===== config.mk =====
export PLATFORM = sky130hd
export DESIGN_NAME = data_mem_access
export DESIGN_NICKNAME = d
export VERILOG_FILES = /design/src/rtl/mem_stage_pkg.sv /design/src/rtl/load_align_ext.sv /design/src/rtl/data_mem_access.sv
export SDC_FILE = /design/constraint.sdc
export NUM_CORES = 1
export LEC_CHECK = 0
export CAP_MARGIN = 20
export CORE_UTILIZATION = 55
export DETAILED_ROUTE_END_ITERATION = 10
export DONT_BUFFER_PORTS = 1
export HOLD_SLACK_MARGIN = 0.05
export PLACE_DENSITY = 0.7
export SKIP_LAST_GASP = 1
export SLEW_MARGIN = 15
export SYNTH_ARGS = -nofsm -noshare
export SYNTH_HDL_FRONTEND = slang
export SYNTH_SLANG_ARGS = --single-unit

===== constraint.sdc =====
create_clock -name clk -period 7.9 [get_ports clk]
set_input_delay 0.79 -clock clk [delete_from_list [all_inputs] [get_ports clk]]
set_output_delay 0.79 -clock clk [all_outputs]
set_load 0.1 [all_outputs]

===== src/rtl/mem_stage_pkg.sv =====
`default_nettype none
// ============================================================================
// Module      : mem_stage_pkg
// Description : Shared definitions for the MEM-stage data access unit:
//               RV32 load/store funct3 codes, access FSM states, byte-enable
//               patterns and an access-size decode helper.
// Revision    : 1.0 - initial release
// ============================================================================
package mem_stage_pkg;

    // RV32 funct3 encodings for loads and stores
    localparam logic [2:0] F3_LB  = 3'b000;
    localparam logic [2:0] F3_LH  = 3'b001;
    localparam logic [2:0] F3_LW  = 3'b010;
    localparam logic [2:0] F3_LBU = 3'b100;
    localparam logic [2:0] F3_LHU = 3'b101;
    localparam logic [2:0] F3_SB  = 3'b000;
    localparam logic [2:0] F3_SH  = 3'b001;
    localparam logic [2:0] F3_SW  = 3'b010;

    // Access FSM
    typedef enum logic [1:0] {
        IDLE = 2'd0,
        REQ  = 2'd1,
        DONE = 2'd2
    } state_t;

    // Byte-enable patterns before lane shifting
    localparam logic [3:0] BE_BYTE = 4'b0001;
    localparam logic [3:0] BE_HALF = 4'b0011;
    localparam logic [3:0] BE_WORD = 4'b1111;

    typedef enum logic [1:0] {
        SIZE_BYTE = 2'd0,
        SIZE_HALF = 2'd1,
        SIZE_WORD = 2'd2
    } size_t;

    // funct3[1:0] carries the size; the reserved codes 011 and 11x fall
    // through to word size.
    function automatic size_t decode_size(input logic [2:0] func3);
        size_t size;
        case (func3[1:0])
            2'b00:   size = SIZE_BYTE;
            2'b01:   size = SIZE_HALF;
            default: size = SIZE_WORD;
        endcase
        return size;
    endfunction

endpackage
`default_nettype wire


===== src/rtl/load_align_ext.sv =====
`default_nettype none
// ============================================================================
// Module      : load_align_ext
// Description : Combinational load formatter. Selects the addressed byte or
//               halfword of a read word and sign- or zero-extends it.
// Ports       : rdata    in  32  word returned by the data bus
//               byte_off in  2   byte address low bits
//               func3    in  3   RV32 load funct3
//               result   out 32  extended load value
// Revision    : 1.0 - initial release
// ============================================================================
module load_align_ext
    import mem_stage_pkg::*;
(
    input  logic [31:0] rdata,
    input  logic [1:0]  byte_off,
    input  logic [2:0]  func3,
    output logic [31:0] result
);

    logic [7:0]  w_byte;
    logic [15:0] w_half;
    logic        w_unsigned;

    // funct3[2] distinguishes LBU/LHU from LB/LH
    assign w_unsigned = func3[2];

    always_comb begin
        w_byte = rdata[7:0];
        case (byte_off)
            2'd0:    w_byte = rdata[7:0];
            2'd1:    w_byte = rdata[15:8];
            2'd2:    w_byte = rdata[23:16];
            default: w_byte = rdata[31:24];
        endcase
    end

    // Halfword selection ignores byte_off[0]: odd halfword addresses are
    // aligned down.
    assign w_half = byte_off[1] ? rdata[31:16] : rdata[15:0];

    always_comb begin
        result = rdata;
        case (decode_size(func3))
            SIZE_BYTE: result = w_unsigned ? {24'd0, w_byte}
                                           : {{24{w_byte[7]}}, w_byte};
            SIZE_HALF: result = w_unsigned ? {16'd0, w_half}
                                           : {{16{w_half[15]}}, w_half};
            default:   result = rdata;
        endcase
    end

endmodule
`default_nettype wire


===== src/rtl/data_mem_access.sv =====
`default_nettype none
// ============================================================================
// Module      : data_mem_access
// Description : MEM-stage access unit. Turns RV32 load/store requests into
//               word-aligned bus transactions with byte enables, stalls the
//               pipeline until completion, and returns extended load data.
//               Optional macro MEM_MISALIGN_CHECK_EN: when defined, misaligned
//               halfword/word accesses skip the bus and raise OUT_misaligned.
// Parameters  : TIMEOUT_CYCLES - REQ cycles without mem_ack before bus error
// Ports       : clk, reset (async, active-high)
//               IN_mem_read/IN_mem_write/IN_func3/IN_addr/IN_store_data
//                   - request from EX/MEM
//               OUT_load_data/OUT_busywait/OUT_bus_error/OUT_misaligned
//                   - result and status towards the pipeline
//               mem_req/mem_we/mem_addr/mem_wdata/mem_be - bus request
//               mem_rdata/mem_ack - bus response
// Revision    : 1.0 - initial release
// ============================================================================
module data_mem_access
    import mem_stage_pkg::*;
#(
    parameter int TIMEOUT_CYCLES = 16
) (
    input  logic        clk,
    input  logic        reset,
    input  logic        IN_mem_read,
    input  logic        IN_mem_write,
    input  logic [2:0]  IN_func3,
    input  logic [31:0] IN_addr,
    input  logic [31:0] IN_store_data,
    output logic [31:0] OUT_load_data,
    output logic        OUT_busywait,
    output logic        OUT_bus_error,
    output logic        OUT_misaligned,
    output logic        mem_req,
    output logic        mem_we,
    output logic [31:0] mem_addr,
    output logic [31:0] mem_wdata,
    output logic [3:0]  mem_be,
    input  logic [31:0] mem_rdata,
    input  logic        mem_ack
);

    localparam int CNT_W = $clog2(TIMEOUT_CYCLES + 1);

    state_t             r_state;
    state_t             w_next_state;
    logic [CNT_W-1:0]   r_cnt;
    logic               r_mem_we;
    logic [31:0]        r_mem_addr;
    logic [31:0]        r_mem_wdata;
    logic [3:0]         r_mem_be;
    logic [2:0]         r_func3;
    logic [1:0]         r_byte_off;
    logic [31:0]        r_load_data;
    logic               r_bus_error;

    logic               w_req_any;
    logic               w_misaligned;
    logic               w_timeout;
    size_t              w_size;
    logic [3:0]         w_be;
    logic [31:0]        w_wdata;
    logic [31:0]        w_load_fmt;

    assign w_req_any = IN_mem_read | IN_mem_write;
    assign w_size    = decode_size(IN_func3);
    assign w_timeout = (r_state == REQ) && !mem_ack
                       && (r_cnt == CNT_W'(TIMEOUT_CYCLES));

`ifdef MEM_MISALIGN_CHECK_EN
    logic r_misaligned;

    assign w_misaligned = ((w_size == SIZE_HALF) && IN_addr[0])
                       || ((w_size == SIZE_WORD) && (IN_addr[1:0] != 2'b00));

    // Pulses only in the DONE cycle that follows a rejected request
    always_ff @(posedge clk or posedge reset) begin
        if (reset) begin
            r_misaligned <= 1'b0;
        end else begin
            r_misaligned <= (r_state == IDLE) && w_req_any && w_misaligned;
        end
    end

    assign OUT_misaligned = r_misaligned;
`else
    assign w_misaligned   = 1'b0;
    assign OUT_misaligned = 1'b0;
`endif

    // Store lanes: data is replicated across the word so the byte enables
    // alone pick the target lane. Writes win when read and write are both set.
    always_comb begin
        w_be    = BE_WORD;
        w_wdata = 32'd0;
        if (IN_mem_write) begin
            w_wdata = IN_store_data;
            case (w_size)
                SIZE_BYTE: begin
                    w_be    = BE_BYTE << IN_addr[1:0];
                    w_wdata = {4{IN_store_data[7:0]}};
                end
                SIZE_HALF: begin
                    w_be    = BE_HALF << {IN_addr[1], 1'b0};
                    w_wdata = {2{IN_store_data[15:0]}};
                end
                default: begin
                    w_be    = BE_WORD;
                    w_wdata = IN_store_data;
                end
            endcase
        end
    end

    load_align_ext u_load_align_ext (
        .rdata    (mem_rdata),
        .byte_off (r_byte_off),
        .func3    (r_func3),
        .result   (w_load_fmt)
    );

    always_comb begin
        w_next_state = r_state;
        case (r_state)
            IDLE: begin
                if (w_req_any) begin
                    w_next_state = w_misaligned ? DONE : REQ;
                end
            end
            REQ: begin
                if (mem_ack || w_timeout) begin
                    w_next_state = DONE;
                end
            end
            DONE:    w_next_state = IDLE;
            default: w_next_state = IDLE;
        endcase
    end

    always_ff @(posedge clk or posedge reset) begin
        if (reset) begin
            r_state     <= IDLE;
            r_cnt       <= '0;
            r_mem_we    <= 1'b0;
            r_mem_addr  <= 32'd0;
            r_mem_wdata <= 32'd0;
            r_mem_be    <= 4'd0;
            r_func3     <= 3'd0;
            r_byte_off  <= 2'd0;
            r_load_data <= 32'd0;
            r_bus_error <= 1'b0;
        end else begin
            r_state <= w_next_state;
            case (r_state)
                IDLE: begin
                    r_bus_error <= 1'b0;
                    if (w_req_any) begin
                        if (w_misaligned) begin
                            r_load_data <= 32'd0;
                        end else begin
                            r_mem_we    <= IN_mem_write;
                            r_mem_addr  <= {IN_addr[31:2], 2'b00};
                            r_mem_wdata <= w_wdata;
                            r_mem_be    <= w_be;
                            r_func3     <= IN_func3;
                            r_byte_off  <= IN_addr[1:0];
                            // Counts the REQ cycle being entered
                            r_cnt       <= CNT_W'(1);
                        end
                    end
                end
                REQ: begin
                    // An ack in the final allowed cycle still completes normally
                    if (mem_ack) begin
                        if (!r_mem_we) begin
                            r_load_data <= w_load_fmt;
                        end
                    end else if (w_timeout) begin
                        r_bus_error <= 1'b1;
                        r_load_data <= 32'd0;
                    end else begin
                        r_cnt <= r_cnt + 1'b1;
                    end
                end
                default: begin
                    r_bus_error <= 1'b0;
                    r_cnt       <= '0;
                end
            endcase
        end
    end

    // Request strobe derives from the async-reset state register, so reset
    // withdraws it without waiting for a clock edge.
    assign mem_req       = (r_state == REQ);
    assign mem_we        = r_mem_we;
    assign mem_addr      = r_mem_addr;
    assign mem_wdata     = r_mem_wdata;
    assign mem_be        = r_mem_be;
    assign OUT_load_data = r_load_data;
    assign OUT_bus_error = r_bus_error;
    assign OUT_busywait  = !reset
                        && (((r_state == IDLE) && w_req_any) || (r_state == REQ));

endmodule
`default_nettype wire


==> results.md <==
Status:
- The run finished, with violations left.
- The checks that failed: DRC.

Floorplanning:
- Once the floorplan was initialized, standard cells occupied a little under three fifths of the core.
- The floorplan step defined a die boundary enclosing a little under 10000 um^2.
- In this run the core area contains 34 standard-cell rows.
- The core region area is slightly below 9000 um^2.
- The total I/O pin count is around 210.
- The y dimension of the die is 98.3 um.
- The die is between 90 and 100 um wide.

Routing:
- For this block, the initial DRC count from the detailed router was 251.
- The detailed-route vias per instance is slightly above 6.
- The post-route DRC violation count is 11.
- The routed layout has between 3000 and 4000 vias.
- The first-pass detailed-route iteration total is 8.
- The post-route antenna net violation count is 0.
- The post-detailed-routing wire length is between 10 and 15 mm.
- After detailed routing, the average wire length per cell comes to 19.8 um.

STA:
- The final total negative setup slack is 0 ps.
- The highest clock rate is between 300 and 400 MHz.
- The portion of the clock cycle consumed by the worst path in the final layout is 32.1%.
- The tightest slew margin relative to the limit is a little under a third.
- The total count of max-transition violations in the final report is 0.
- Setup violations remaining at the end of the flow were counted as 0.
- At the pin with the least slew margin, the transition time is around 1000 ps.
- In the post-route analysis, the smallest setup slack over all paths is ~5400 ps.
- The final clock skew is around 12 ps.
- Setup repair after global routing left no endpoint under its margin.
- The final hold violation count is 0.
- The shortest clock period the worst path allows after layout is about 2500 ps.

CTS:
- After clock tree synthesis, the flow added hold-fix buffers numbering 0.
- The clock tree root buffer cell is sky130_fd_sc_hd__clkbuf_8.
- The H-tree depth reported by CTS is 3.
- Once the clock tree was built, the setup fixing pass inserted 0 buffers.
- The clock reaches the later pin of the worst-skew pair after approximately 360 ps.
- The quantity of gates resized following cts is 0.
- The clock drives between 100 and 150 sinks.
- After clock tree synthesis, the clock-pin slew on the worst setup and hold paths is approximately 110 ps.
- The number of clock buffers added by TritonCTS is 9.
- The largest buffer count on any clock path is 2.
- TritonCTS built the clock tree.

Critical path:
- Of all nets on the critical path, the largest fanout is 7.
- The worst setup path category is register to output pin.
- The critical path endpoint category is an output pin.
- At the worst endpoint, the arrival time is around 1700 ps.
- The worst setup path is launched from a register.
- Data on the critical path is required at its endpoint by roughly 7100 ps.

Global routing:
- The wire length of the first global-routing pass is between 15 and 20 mm.
- Entering global routing, the biggest net connects 81 pins.
- The number of antenna violations at the first check in global routing is 0.
- The met2 track utilization from global routing is 40.1%.
- The most congested layer reported by global routing is met2.
- The via count of the first global-routing pass is ~3700.
- The global-route usage over all layers is roughly a quarter.
- The met3 track demand over resource is a little under a tenth.
- Global routing used about a third of the available met1 tracks.
- The total global routing overflow is 0.

Synthesis:
- The proportion of synthesized flip-flops having asynchronous set or reset is 100%.
- The post-synthesis register bit count is between 100 and 150.
- After synthesis the cells add up to just over 5000 um^2.
- The number of warnings issued by yosys is 0.
- The share of synthesized area occupied by flip-flops and latches is a little over half.
- A synthesized cell averages roughly 10 um^2.
- The synthesized instance count is around 510.
- The number of distinct library cell variants in the gate-level netlist after synthesis is 48.
- Among all flip-flop cells after synthesis, the most frequent one is sky130_fd_sc_hd__dfrtp_1.
- The number of enable flip-flop cells after synthesis is 0.

Cells and area:
- The number of diodes is 0.
- Once layout is complete, the utilization of the core stands at between 60 and 70%.
- Once layout is done, the placed cells without fillers occupy approximately 5400 um^2.
- The proportion of layout cells with a drive suffix above 1 is under 10%.
- The net count of the finished layout is about 600.
- The count of filler cells inserted in the layout is between 700 and 800.
- The area growth from synthesis to final layout is 5.45%.

Place:
- Detailed placement finished with a half-perimeter wire length of around 8.6 mm.
- The placed instances occupy a cell area of around 5200 um^2.
- The final RePlAce weighted congestion is 0.946.
- The number of port buffers is 0.
- The post-placement setup slack is approximately 5400 ps.

Min path:
- The path class of the tightest hold or removal check is primary input to async pin.

Job:
- Max-cap violations in this run came to 0.
## per-layer routing
layer,part of all wire [%],vias to the layer above
li1,-,1744
met3,10,18
met1,40,1800
met5,0,-
met4,1.9,0
met2,48,166
## critical path, stage by stage (launching register included)
cell and delay [ps]:
sky130_fd_sc_hd__dfrtp_1 460, sky130_fd_sc_hd__nand2b_2 260, sky130_fd_sc_hd__inv_1 670
## final cells by class
| cell class | instances | area (um^2) | share of cell area [%] |
|---|---|---|---|
| sequential | 112 | 2800 | 52.2 |
| multi-input combinational | 357 | 2130 | 39.6 |
| tap | 108 | 135 | 2.51 |
| clock buffer | 9 | 124 | 2.31 |
| timing repair buffer | 6 | 72.6 | 1.35 |
| clock inverter | 6 | 70.1 | 1.30 |
| inverter | 10 | 40.0 | 0.745 |
## logic make-up after synthesis
| group | after synthesis | share of synthesized area (%) |
|---|---|---|
| adders and majority gates | 2 | 0.491 |
| other | 1 | 0.0736 |
| xor gates and xnor gates | 2 | 0.344 |
| AOI/OAI and AO/OA | 123 | 17.1 |
| DFF | 112 | 55.0 |
| muxes | 33 | 6.53 |
| buffers and inverters | 45 | 3.81 |
| and+or+nand+nor | 194 | 16.6 |
## registers in the layout, indices dropped and copies added (netlist names)
signal and cells:
r_cnt 5, r_byte_off 2, mem_wdata 32, mem_be 4
mem_addr 30, mem_we 1, OUT_load_data 32, r_state 2
r_func3 3, OUT_bus_error 1
## cells in the mapped netlist (all sizes together), types with 8 or more instances
cell / count / share of area [%]
a21oi: 23 / 2.3
a221o: 16 / 3.1
a22o: 8 / 1.4
buf: 14 / 1.5
clkbuf: 21 / 1.5
dfrtp: 112 / 55
inv: 10 / 0.74
mux2i: 31 / 6.1
nand2: 136 / 10
nand2b: 9 / 1.2
nor2: 22 / 1.7
o21ai: 43 / 4.3
or3: 8 / 1.1
## cell usage in the layout (no fill, tap or decap), drive strengths merged, types with 2 or more instances in the layout
master | netlist | routed
clkbuf | 21 | 9
mux2i | 31 | 31
and3b | 3 | 3
o221ai | 7 | 7
o21bai | 2 | 2
nand2b | 9 | 9
and4bb | 2 | 2
a221o | 16 | 16
nor2 | 22 | 22
nand3 | 3 | 3
mux2 | 2 | 2
or3 | 8 | 8
o2bb2ai | 7 | 7
nand2 | 136 | 136
o21ai | 43 | 43
a32o | 7 | 7
inv | 10 | 11
nor3 | 3 | 3
dfrtp | 112 | 112
a22o | 8 | 8
clkinv | 0 | 4
conb | 1 | 3
a21oi | 23 | 23
xor2 | 2 | 2
ha | 2 | 2
buf | 14 | 6
nor2b | 3 | 3
a211oi | 2 | 2
## metrics by stage
stage	hold WS, ps	instances
2_1_floorplan	481	514
3_3_place_gp	518	591
3_5_place_dp	529	592
4_1_cts	278	607
5_1_grt	283	608
6_report	280	608
## final timing paths
path | from | endpoint | slack, ps | depth (start not counted)
max | r_state[1] | mem_req | 5370 | 2
min in group clk | IN_addr[19] | mem_addr[19] | 520 | 2
max in group asynchronous | reset | OUT_load_data[10] | 6590 | 3
max reg2reg | r_state[1] | OUT_load_data[26] | 5410 | 6
min reg2reg | r_cnt[4] | r_cnt[4] | 550 | 2
min | reset | mem_addr[16] | 280 | 1
Power is left out: the tool's default activity adds up to more than one toggle a clock period on the data nets, which glitch-free logic cannot reach.
